<file path="src/rtl/aim_pkg.sv">
`default_nettype none
// +--------------------------------------------------------------------+
// | Module   : aim_pkg                                                 |
// | Purpose  : Shared types, widths and the saturating clamp used by   |
// |            the aim point predictor.                                |
// | Revision : 1.0  initial release                                    |
// +--------------------------------------------------------------------+
package aim_pkg;

    localparam int COORD_W = 16;
    localparam int VEL_W   = 17;
    // Wide enough for coord + (vel <<< 4) with sign, so no intermediate wrap.
    localparam int SUM_W   = 24;

    typedef enum logic [1:0] {
        IDLE  = 2'd0,
        ACQ   = 2'd1,
        TRACK = 2'd2
    } state_e;

    // Clamp a signed projected coordinate into the unsigned coordinate range.
    function automatic logic [COORD_W-1:0] sat_clamp(input logic signed [SUM_W-1:0] v);
        if (v < 0)
            return '0;
        else if (v > $signed(SUM_W'(65535)))
            return '1;
        else
            return v[COORD_W-1:0];
    endfunction

endpackage
`default_nettype wire

</file>
<file path="src/rtl/lead_axis_calc.sv">
`default_nettype none
// +--------------------------------------------------------------------+
// | Module   : lead_axis_calc                                          |
// | Purpose  : Per-axis velocity, saturated lead aim point and the     |
// |            velocity-consistency flag (combinational).              |
// | Revision : 1.0  initial release                                    |
// +--------------------------------------------------------------------+
module lead_axis_calc
    import aim_pkg::*;
#(
    parameter int          LEAD_SHIFT = 2,
    parameter logic [15:0] VEL_TOL    = 16'd4
) (
    input  logic        [COORD_W-1:0] in_i,
    input  logic        [COORD_W-1:0] prev_i,
    input  logic signed [VEL_W-1:0]   prev_vel_i,
    output logic signed [VEL_W-1:0]   vel_o,
    output logic        [COORD_W-1:0] aim_o,
    output logic                      tol_ok_o
);

    logic signed [SUM_W-1:0] w_vel_ext;
    logic signed [SUM_W-1:0] w_lead;
    logic signed [SUM_W-1:0] w_sum;
    logic signed [17:0]      w_dv;
    logic        [17:0]      w_dv_abs;

    // Velocity, lead projection, clamp and tolerance test.
    always_comb begin
        // Zero-extended 17-bit difference of two 16-bit values cannot overflow.
        vel_o     = $signed({1'b0, in_i}) - $signed({1'b0, prev_i});
        w_vel_ext = {{(SUM_W-VEL_W){vel_o[VEL_W-1]}}, vel_o};
        w_lead    = w_vel_ext <<< LEAD_SHIFT;
        w_sum     = $signed({{(SUM_W-COORD_W){1'b0}}, in_i}) + w_lead;
        aim_o     = sat_clamp(w_sum);
        w_dv      = $signed({vel_o[VEL_W-1], vel_o}) - $signed({prev_vel_i[VEL_W-1], prev_vel_i});
        w_dv_abs  = w_dv[17] ? 18'(-w_dv) : 18'(w_dv);
        tol_ok_o  = (w_dv_abs <= {2'b00, VEL_TOL});
    end

endmodule
`default_nettype wire

</file>
<file path="src/rtl/aim_point_predictor.sv">
`default_nettype none
// +--------------------------------------------------------------------+
// | Module   : aim_point_predictor                                     |
// | Purpose  : Lock-tracking FSM, previous sample/velocity registers    |
// |            and single-entry output buffer for lead aim points.     |
// | Revision : 1.0  initial release                                    |
// +--------------------------------------------------------------------+
module aim_point_predictor
    import aim_pkg::*;
#(
    parameter int          LEAD_SHIFT = 2,
    parameter logic [15:0] VEL_TOL    = 16'd4
) (
    input  logic                      clk,
    input  logic                      reset,
    input  logic        [COORD_W-1:0] x_in,
    input  logic        [COORD_W-1:0] y_in,
    input  logic                      target_found,
    input  logic                      data_in_valid,
    output logic                      data_in_ready,
    output logic        [COORD_W-1:0] aim_x,
    output logic        [COORD_W-1:0] aim_y,
    output logic signed [VEL_W-1:0]   vel_x,
    output logic signed [VEL_W-1:0]   vel_y,
    output logic                      fire_enable,
    output logic                      data_out_valid,
    input  logic                      data_out_ready
);

    state_e                    state_q, state_d;
    logic        [COORD_W-1:0] prev_x_q, prev_x_d, prev_y_q, prev_y_d;
    logic signed [VEL_W-1:0]   pvel_x_q, pvel_x_d, pvel_y_q, pvel_y_d;
    logic        [COORD_W-1:0] aim_x_q, aim_x_d, aim_y_q, aim_y_d;
    logic signed [VEL_W-1:0]   vel_x_q, vel_x_d, vel_y_q, vel_y_d;
    logic                      fire_q, fire_d, valid_q, valid_d;

    logic signed [VEL_W-1:0]   w_vel_x, w_vel_y;
    logic        [COORD_W-1:0] w_aim_x, w_aim_y;
    logic                      w_ok_x, w_ok_y;
    logic                      w_accept;

    lead_axis_calc #(.LEAD_SHIFT(LEAD_SHIFT), .VEL_TOL(VEL_TOL)) u_calc_x (
        .in_i(x_in), .prev_i(prev_x_q), .prev_vel_i(pvel_x_q),
        .vel_o(w_vel_x), .aim_o(w_aim_x), .tol_ok_o(w_ok_x)
    );

    lead_axis_calc #(.LEAD_SHIFT(LEAD_SHIFT), .VEL_TOL(VEL_TOL)) u_calc_y (
        .in_i(y_in), .prev_i(prev_y_q), .prev_vel_i(pvel_y_q),
        .vel_o(w_vel_y), .aim_o(w_aim_y), .tol_ok_o(w_ok_y)
    );

    // Buffer can take a new sample when empty or being drained this cycle.
    assign data_in_ready = ~valid_q | data_out_ready;
    assign w_accept      = data_in_valid & data_in_ready;

    assign aim_x          = aim_x_q;
    assign aim_y          = aim_y_q;
    assign vel_x          = vel_x_q;
    assign vel_y          = vel_y_q;
    assign fire_enable    = fire_q;
    assign data_out_valid = valid_q;

    // Next-state: FSM transitions, reference updates and buffer load/drain.
    always_comb begin
        state_d  = state_q;
        prev_x_d = prev_x_q;
        prev_y_d = prev_y_q;
        pvel_x_d = pvel_x_q;
        pvel_y_d = pvel_y_q;
        aim_x_d  = aim_x_q;
        aim_y_d  = aim_y_q;
        vel_x_d  = vel_x_q;
        vel_y_d  = vel_y_q;
        fire_d   = fire_q;
        valid_d  = valid_q;
        if (w_accept) begin
            valid_d = 1'b1;
            if (!target_found) begin
                state_d = IDLE;
                aim_x_d = x_in;
                aim_y_d = y_in;
                vel_x_d = '0;
                vel_y_d = '0;
                fire_d  = 1'b0;
            end else begin
                case (state_q)
                    IDLE: begin
                        prev_x_d = x_in;
                        prev_y_d = y_in;
                        aim_x_d  = x_in;
                        aim_y_d  = y_in;
                        vel_x_d  = '0;
                        vel_y_d  = '0;
                        fire_d   = 1'b0;
                        state_d  = ACQ;
                    end
                    ACQ, TRACK: begin
                        prev_x_d = x_in;
                        prev_y_d = y_in;
                        // Velocity reference follows the newest estimate; on a
                        // mismatch this is the re-baseline.
                        pvel_x_d = w_vel_x;
                        pvel_y_d = w_vel_y;
                        aim_x_d  = w_aim_x;
                        aim_y_d  = w_aim_y;
                        vel_x_d  = w_vel_x;
                        vel_y_d  = w_vel_y;
                        fire_d   = (state_q == TRACK) && w_ok_x && w_ok_y;
                        state_d  = TRACK;
                    end
                    default: state_d = IDLE;
                endcase
            end
        end else if (data_out_ready) begin
            valid_d = 1'b0;
        end
    end

    // State, reference and output buffer registers.
    always_ff @(posedge clk) begin
        if (reset) begin
            state_q  <= IDLE;
            prev_x_q <= '0;
            prev_y_q <= '0;
            pvel_x_q <= '0;
            pvel_y_q <= '0;
            aim_x_q  <= '0;
            aim_y_q  <= '0;
            vel_x_q  <= '0;
            vel_y_q  <= '0;
            fire_q   <= 1'b0;
            valid_q  <= 1'b0;
        end else begin
            state_q  <= state_d;
            prev_x_q <= prev_x_d;
            prev_y_q <= prev_y_d;
            pvel_x_q <= pvel_x_d;
            pvel_y_q <= pvel_y_d;
            aim_x_q  <= aim_x_d;
            aim_y_q  <= aim_y_d;
            vel_x_q  <= vel_x_d;
            vel_y_q  <= vel_y_d;
            fire_q   <= fire_d;
            valid_q  <= valid_d;
        end
    end

endmodule
`default_nettype wire

</file>
<file path="config.mk">
export PLATFORM = sky130hd
export DESIGN_NAME = aim_point_predictor
export DESIGN_NICKNAME = d
export VERILOG_FILES = /design/src/rtl/aim_pkg.sv /design/src/rtl/lead_axis_calc.sv /design/src/rtl/aim_point_predictor.sv
export SDC_FILE = /design/constraint.sdc
export NUM_CORES = 1
export LEC_CHECK = 0
export CORE_ASPECT_RATIO = 1.75
export CORE_MARGIN = 2
export CORE_UTILIZATION = 40
export CTS_CLUSTER_SIZE = 40
export DETAILED_ROUTE_END_ITERATION = 12
export GPL_TIMING_DRIVEN = 1
export HOLD_SLACK_MARGIN = 0.02
export SYNTH_ARGS = -nofsm -noshare
export SYNTH_HDL_FRONTEND = slang
export SYNTH_SLANG_ARGS = --single-unit
export TNS_END_PERCENT = 20
</file>
<file path="constraint.sdc">
create_clock -name clk -period 6.4 [get_ports clk]
set_input_delay 0.64 -clock clk [delete_from_list [all_inputs] [get_ports clk]]
set_output_delay 0.64 -clock clk [all_outputs]
set_load 0.005 [all_outputs]
</file>
# Word level (Yosys, flattened, before mapping)
# Cells that the tools add are included.
[word_totals]
reg_bits = 136
input_bits = 37
out_inout_bits = 69
wordCells = 60
[classes]
addsub = 8
order_cmp = 6
n_eq_ne = 3
mux = 20
bitwise = 3
reduce_logical = 9
[ops]
columns = ["op", "n"]
rows = [
  ["$mux 16", 6],
  ["$pmux 17 s2", 2],
  ["$pmux 16 s2", 2],
  ["$add 17x19->20", 2],
  ["$gt 20x17->1 const B", 2],
  ["$lt 20x1->1 const B", 2],
  ["$le 18x3->1 const B", 2],
  ["$mux 18", 2],
  ["$neg 18->18", 2],
  ["$sub 17x17->18", 2],
  ["$mux 17", 2],
  ["$sub 16x16->17", 2],
  ["$reduce_and 3->1", 2],
  ["$pmux 2 s2", 1],
  ["$mux 1", 3],
  ["$ne 3x1->1 const B", 1],
  ["$reduce_or 3->1", 1],
  ["$eq 2x1->1 const B", 1],
  ["$eq 2x2->1 const B", 1],
  ["$logic_and 1x1->1", 2],
  ["$logic_not 2->1", 1],
  ["$mux 2", 1],
  ["$pmux 1 s2", 1],
  ["$reduce_and 2->1", 1],
  ["5 further kinds", 5],
]

# Longest topological paths before layout
# Gate-level depths: netlist of run 1.
[logic_depth]
word_depth = 9
ltp_mapped = 24
depth_no_buf = 23

# Hierarchy
# Synthesis of run 1 repeated with hierarchy kept, for this count alone.
[unflattened]
cells_unflattened = 1476
hier_area_um2 = 11068.1
[modules_own_cells]
columns = ["module", "instances", "cells_each", "area_per_inst_um2", "seq_area_each_um2"]
rows = [
  ["aim_point_predictor", 1, 607, 4971.0, 2722.6],
  ["lead_axis_calc at u_calc_y", 1, 453, 3116.7, 0.0],
  ["lead_axis_calc at u_calc_x", 1, 416, 2980.4, 0.0],
]

# Worst setup path after synthesis of run 1
# OpenSTA, ideal clock, no wires.
[synth_timing]
kind = "input -> register"
start = "input port y_in[1]"
end = "register fire_q (netlist: fire_enable)"
setup_ns = 0.060
arrival_time_ns = 4.754
required_ns = 6.340
slack_ns = 1.586
cell_stages = 22
n_path_buf = 1
path_cell_list = "ha_1 -> nor2b_1 -> o21ai_0 -> a21oi_1 -> o211a_1 -> a211o_1 -> a21oi_1 -> o21bai_1 -> a21oi_1 -> xnor2_1 -> ha_1 -> clkbuf_1 -> nand2_1 -> nor2_1 -> nand2_1 -> a311oi_1 -> xor2_1 -> nor2_1 -> or4_1 -> a2111oi_0 -> nand4_1 -> nand2_1"
[synth_via]
elab_chain_len = 8
[synth_rtl]
columns = ["element", "line_no", "source"]
rows = [
  ["from (decl)", "aim_point_predictor.sv:17", "input logic [COORD_W-1:0] y_in,"],
  ["$sub 16x16->17 *", "lead_axis_calc.sv:31", "vel_o = $signed({1'b0, in_i}) - $signed({1'b0, prev_i});"],
  ["net u_calc_y.vel_o[13]", "lead_axis_calc.sv:17", "output logic signed [VEL_W-1:0] vel_o,"],
  ["$sub 17x17->18 *", "lead_axis_calc.sv:36", "w_dv = $signed({vel_o[VEL_W-1], vel_o}) - $signed({prev_vel_i[VEL_W-1], prev_vel_i});"],
  ["$neg 18->18", "lead_axis_calc.sv:37", "w_dv_abs = w_dv[17] ? 18'(-w_dv) : 18'(w_dv);"],
  ["$mux 18 *", "lead_axis_calc.sv:37", ""],
  ["$le 18x3->1 *", "lead_axis_calc.sv:38", "tol_ok_o = (w_dv_abs <= {2'b00, VEL_TOL});"],
  ["$logic_and 1x1->1 *", "aim_point_predictor.sv:108", "fire_d = (state_q == TRACK) && w_ok_x && w_ok_y;"],
  ["$pmux 1 s2 *", "aim_point_predictor.sv:86", "case (state_q)"],
  ["$mux 1 *", "aim_point_predictor.sv:78", "if (!target_found) begin"],
  ["to (signal assigned)", "aim_point_predictor.sv:143", "fire_q <= fire_d;"],
  ["to (decl)", "aim_point_predictor.sv:35", "logic fire_q, fire_d, valid_q, valid_d;"],
]
# The timed path passes the listed nets; every way through them passes the cells marked *.
# A chain may end at the register's enable or synchronous reset.

# Worst setup path after layout of run 1
# Ends and elaborated chain as after synthesis.

==> results of run 1 <==
==> worst max-delay path, delay by kind of cell <==
kind	cells	cell delay [ns]
buffers and inverters	1	0.64
xor gates and xnor gates	2	0.52
adders and majority gates	2	0.60
and+or+nand+nor	6	1.06
AOI/OAI and AO/OA	11	2.52
==> worst paths after layout <==
| kind | start | to | slack (ns) | cells after the start |
|---|---|---|---|---|
| hold / removal | vel_x[10] | vel_x[10] | 0.45 | 2 |
| hold reg to reg | vel_x[10] | vel_x[10] | 0.45 | 2 |
| setup reg to reg | prev_y_q[0] | fire_enable | 1.19 | 20 |
| setup / recovery | y_in[1] | fire_enable | 0.80 | 22 |
==> placed cells by master, fill, tap and decap left out, types with 9 or more instances in the layout <==
cell type	n
nor4_1	11
xor2_1	22
inv_1	107
clkdlybuf4s50_1	104
dfxtp_1	136
nor2b_1	15
nor2_1	114
o21bai_1	9
ha_1	97
a2111oi_0	12
a21o_1	32
buf_4	30
a21oi_1	190
o21ai_0	44
nand2b_1	20
nor3_1	42
nand3_1	25
a211oi_1	19
nand2_1	215
o21ai_1	12
and3_1	21
xnor2_1	51
clkbuf_16	17
o21a_1	16
a31oi_1	15
==> logic make-up after synthesis <==
kind of cell	synth area share, %
and+or+nand+nor	22.8
adders and majority gates	12.1
buffers and inverters	5.94
muxes	0.798
xor gates and xnor gates	5.82
DFF	24.8
AOI/OAI and AO/OA	27.7
==> flip-flops by register name, indices dropped and copies added, names as in the netlist <==
name,flops
pvel_y_q,17
state_q,2
data_out_valid,1
aim_x,16
vel_x,17
prev_y_q,16
fire_enable,1
vel_y,17
pvel_x_q,17
aim_y,16
prev_x_q,16
==> per-layer routing <==
metal | global-route usage, % | share of wire, % | routed length (um) | vias up
li1 | - | - | - | 5467
met1 | 25.3 | 37 | 13100 | 5245
met2 | 48.5 | 55 | 19500 | 266
met3 | 2.83 | 2.9 | 1020 | 101
met4 | 13.0 | 5.2 | 1830 | 0
met5 | 0 | 0 | 0 | -
==> power by group through the flow <==
stage               combinational [mW]  clock [mW]  sequential [mW]
global route                      1.80        1.04            0.905
detailed placement                1.61           0            0.920
CTS                               1.62        1.00            0.902
finish                            1.63       0.987            0.901
floorplan                         1.16           0            0.917
global placement                  1.60           0            0.919
==> area by class of cell <==
type	count	area, um^2
fill	2755	14100
multi-input combinational	1174	7620
sequential	136	2720
timing repair buffer	134	1270
tap	369	462
clock buffer	17	425
inverter	107	402
clock inverter	14	148
==> reports/results.ini, run 1 <==
[pwr]
max-vdd-ir-drop_v = 0.000193
switching_share_pct = 40.1
switching_power_mw = 1.41
internal_power_mw = 2.11
seqPwrFrac_pct = 25.6
power_density_mw_per_mm2 = 269
combPwrFrac_pct = 46.3
p_clk_share_pct = 28.1
power.total_mw = 3.52
p_leak_nw = 4.92

[routing]
ant_nets = 0
drtIter0Drc = 529
wl_um = 35400
drt_first_pass_iters = 4
drc = 0
via_count = 11100
wire_per_inst_um = 18.2
vias_per_cell = 5.68

[logic_synthesis]
postSynthNetCount = 1621
synth_warnings = 0
synth_common_cells = nand2_1 (215), a21oi_1 (191), dfxtp_1 (136)
synthCells = 1481
synthTopCellsByArea = dfxtp_1 (25%), ha_1 (11%), a21oi_1 (8.7%), nand2_1 (7.3%), xnor2_1 (4.1%)
synth_area_mm2 = 0.0110
synth_top_area_share_pct = 24.8
seq_area_frac_synth_pct = 24.8
synth_area_per_cell_um2 = 7.42
synth_largest_area_cell = dfxtp_1
ys_seq_elements = 136
synth_top_flop_cell = dfxtp_1
synth.most_common_cell = nand2_1
synth_cell_type_count = 87
synth-edff-count = 0
async_flop_share_pct = 0

[floorplan]
die_height_um = 223
ios = 106
core_area_mm2 = 0.0271
rows = 80
die_w_um = 129
initial_core_util_pct = 40.5
die_area_mm2 = 0.0288

[cells_and_area]
antennaDiodeCount = 0
final_util_pct = 48.1
nNetsFinal = 1710
instances_no_fill = 1951
drive_gt1_share_pct = 6.76
stdcell_area_mm2 = 0.0131
area_delta_synth_final_pct = 18.8

[critical_path]
path_cells = clkdlybuf4s50_1, ha_1, nor2b_1, o21ai_0, a21oi_1, o211a_1, a211o_1, a21oi_1, o21bai_1, a21oi_1, xnor2_1, ha_1, a2111oi_0, o21ai_0, o21ai_0, nand2_1, xnor2_1, nor2_1, or4_1, a2111oi_0, nand4_1, nand2_1
cp.required_ns = 6.78
worst_ep_arrival_time_ns = 5.98
cp-end-kind = register
cp_max_fo = 6
startpoint_type = input pin
slowest_stage = clkdlybuf4s50_1
critPathKind = in2reg
max_stage_delay_ns = 0.64

[hold_path]
hp-class = reg2reg

[timing]
final-max-slew-violation-count = 0
rsz0062_at_grt = false
hold_viol = 0
fin_hold_ws_ns = 0.451
fin_tns_setup_ns = 0
timing.final.crit_share_pct = 87.5
setup_ws_ns = 0.801
setup_viol = 0
maxSlewHeadroom_pct = 29.2
max_freq_mhz = 179
tightest_slew_ns = 1.06
finClkSkew_ns = 0.0102
period_minus_slack_ns = 5.60

[clock_network]
post_cts_resized = 0
cts_num_sinks = 136
root_buffer = clkbuf_16
cts_hold_buffers = 0
cts_tree = built
cts_buffers = 17
htreeDepth = 4
clock_latency_ns = 0.43
cts_buffer_depth = 2
cts.clk_slew.worst_paths_ns = 0.06
post_cts_buffers = 0

[place]
place.gp.congestion = 0.922
dp_slack_ns = 0.418
io_buffers = 105
place_inst = 1920
hpwl_um = 27200
place_area_mm2 = 0.0125

[global_routing]
grt_pass1_vias = 11100
grt_max_degree = 76
overflow = 0
antenna_found_initial = 0
track_usage_pct = 25.0
grt_pass1_wl_um = 56700

[run]
maxCapViolCount = 0

[run_status]
status = complete, no violations

(Power assumes the default switching activity.)
==> inputs of run 2 (changes only) <==
CORE_UTILIZATION = 59   (was 40)
PLACE_DENSITY = 0.82   (was unset)
==> reports/results.ini, run 2 (synthesis gave the netlist of run 1 again) <==
[global_routing]
grt_pass1_vias = 11300  ; was 11.1k
track_usage_pct = 35.2  ; was 25.0%
antenna_found_initial = 0  ; unchanged
grt_pass1_wl_um = 54900  ; was 56700 um
overflow = 0  ; unchanged
grt_max_degree = 95  ; was 76

[pwr]
power.total_mw = 3.52  ; about the same
power_density_mw_per_mm2 = 274  ; was 269 mW/mm^2
max-vdd-ir-drop_v = 0.000217  ; was 0.000193 V
p_leak_nw = 4.90  ; was 4.92 nW

[timing]
final-max-slew-violation-count = 0  ; unchanged
fin_tns_setup_ns = 0  ; unchanged
fin_hold_ws_ns = 0.452  ; was 0.451 ns
rsz0062_at_grt = false  ; unchanged
setup_viol = 0  ; unchanged
maxSlewHeadroom_pct = 24.6  ; was 29.2%
max_freq_mhz = 178  ; was 179 MHz
tightest_slew_ns = 1.13  ; was 1.06 ns
timing.final.crit_share_pct = 87.9  ; was 87.5%
finClkSkew_ns = 0.00740  ; was 0.0102 ns
setup_ws_ns = 0.777  ; was 0.801 ns
hold_viol = 0  ; unchanged
period_minus_slack_ns = 5.62  ; was 5.60 ns

[critical_path]
slowest_stage = clkdlybuf4s50_1  ; unchanged
r2r_start = prev_x_q[1]  ; was prev_y_q[0]
cp_max_fo = 8  ; was 6
worst_ep_arrival_time_ns = 6.01  ; was 5.98 ns
cp-end-kind = register  ; unchanged
critical_path.startpoint = x_in[0]  ; was y_in[1]
crit_path_frequent_cell = o21ai_1
path_cells = clkdlybuf4s50_1, inv_1, ha_1, fa_1, nor2b_1, o21ai_1, a21oi_1, o21ai_0, o21ai_1, xor2_1, ha_1, a21oi_1, o22ai_1, or3_1, nor3_2, o21ai_1, nor4_2, a21boi_1, o21ai_0, a2111oi_0, nand4_1, nand2_1  ; was clkdlybuf4s50_1, ha_1, nor2b_1, o21ai_0, a21oi_1, o211a_1, a211o_1, a21oi_1, o21bai_1, a21oi_1, xnor2_1, ha_1, a2111oi_0, o21ai_0, o21ai_0, nand2_1, xnor2_1, nor2_1, or4_1, a2111oi_0, nand4_1, nand2_1
startpoint_type = input pin  ; unchanged
max_stage_delay_ns = 0.52  ; was 0.64 ns
critPathKind = in2reg  ; unchanged
cp.required_ns = 6.79  ; was 6.78 ns

[cells_and_area]
final_util_pct = 69.8  ; was 48.1%
stdcell_area_mm2 = 0.0128  ; was 0.0131 mm^2
instances_no_fill = 1815  ; was 1951
area_delta_synth_final_pct = 17.0  ; was 18.8%
final_cell_mix = nand2_1 (215), a21oi_1 (190), dfxtp_1 (136), nor2_1 (114), inv_1 (107)  ; unchanged
nFillCells = 1586  ; was 2755
final_common_cell = nand2_1  ; unchanged
drive_gt1_share_pct = 6.40  ; was 6.76%
antennaDiodeCount = 0  ; unchanged
nNetsFinal = 1704  ; was 1710

[routing]
drt_first_pass_iters = 5  ; was 4
via_count = 11300  ; was 11.1k
wl_um = 34100  ; was 35400 um
vias_per_cell = 6.25  ; was 5.68
drc = 0  ; unchanged
drtIter0Drc = 617  ; was 529
wire_per_inst_um = 18.8  ; was 18.2 um
ant_nets = 0  ; unchanged

[floorplan]
ios = 106  ; unchanged
die_w_um = 107  ; was 129 um
core_area_mm2 = 0.0184  ; was 0.0271 mm^2
rows = 66  ; was 80
die_area_mm2 = 0.0198  ; was 0.0288 mm^2
die_height_um = 184  ; was 223 um
initial_core_util_pct = 59.6  ; was 40.5%

[clock_network]
root_buffer = clkbuf_16  ; unchanged
htreeDepth = 4  ; unchanged
post_cts_buffers = 0  ; unchanged
cts_buffer_depth = 2  ; unchanged
clock_latency_ns = 0.44  ; was 0.43 ns
cts_hold_buffers = 0  ; unchanged
cts_buffers = 17  ; unchanged
cts_tree = built  ; unchanged
post_cts_resized = 0  ; unchanged
cts_num_sinks = 136  ; unchanged
cts.clk_slew.worst_paths_ns = 0.06  ; about the same

[place]
hpwl_um = 25000  ; was 27200 um
io_buffers = 105  ; unchanged
place.gp.congestion = 1.04  ; was 0.922
place_inst = 1783  ; was 1920
place_area_mm2 = 0.0123  ; was 0.0125 mm^2
dp_slack_ns = 0.433  ; was 0.418 ns

[run]
maxCapViolCount = 0  ; unchanged

[hold_path]
hp-class = reg2reg  ; unchanged
hp-start = pvel_x_q[16]  ; was vel_x[10]

[run_status]
status = complete, no violations  ; unchanged

run 2: changes by cell type in the layout (fill, tap and decap cells not counted):
cell / delta
clkinv_4: +1
inv_6: -3
clkinvlp_4: -2
buf_4: -6
clkinv_2: +2
clkbuf_1: +1
clkbuf_8: +2
run 2: per-layer routing:
layer  share of wire [%]  GRT usage (%)
met1                  35           34.0
met2                  52           64.9
met3                 4.8           5.76
met4                 8.1           27.1
met5                   0              0
run 2: critical path: cells and delay by family:
kind / cells / cell delay (ns)
AO/OA/AOI/OAI: 10 / 2.12
AND/OR/NAND/NOR: 6 / 1.36
adder cells (fa/ha/maj): 3 / 1.02
buffers and inverters: 2 / 0.58
XOR/XNOR: 1 / 0.31
run 2: where the power goes:
group	switching [mW]	internal, mW	leakage, nW
sequential	0.0206	0.882	1.11
clock	0.404	0.591	0.282
combinational	0.976	0.648	3.51
total	1.40	2.12	4.90
run 2: final timing paths:
kind / to / slack (ns) / cells after the start
setup / recovery: fire_enable / 0.78 / 22
hold / removal: pvel_x_q[16] / 0.45 / 2
setup reg to reg: fire_enable / 1.18 / 23
hold reg to reg: pvel_x_q[16] / 0.45 / 2
run 2: final cells by class:
cell class              count  area (um^2)  area share, %
repair buffers            128         1220           9.50
multi-input cells        1174         7620           59.3
well taps                 238          298           2.32
flip-flops and latches    136         2720           21.2
clock buffers              20          457           3.55
clock inverters            12          125          0.974
inverters                 107          402           3.13
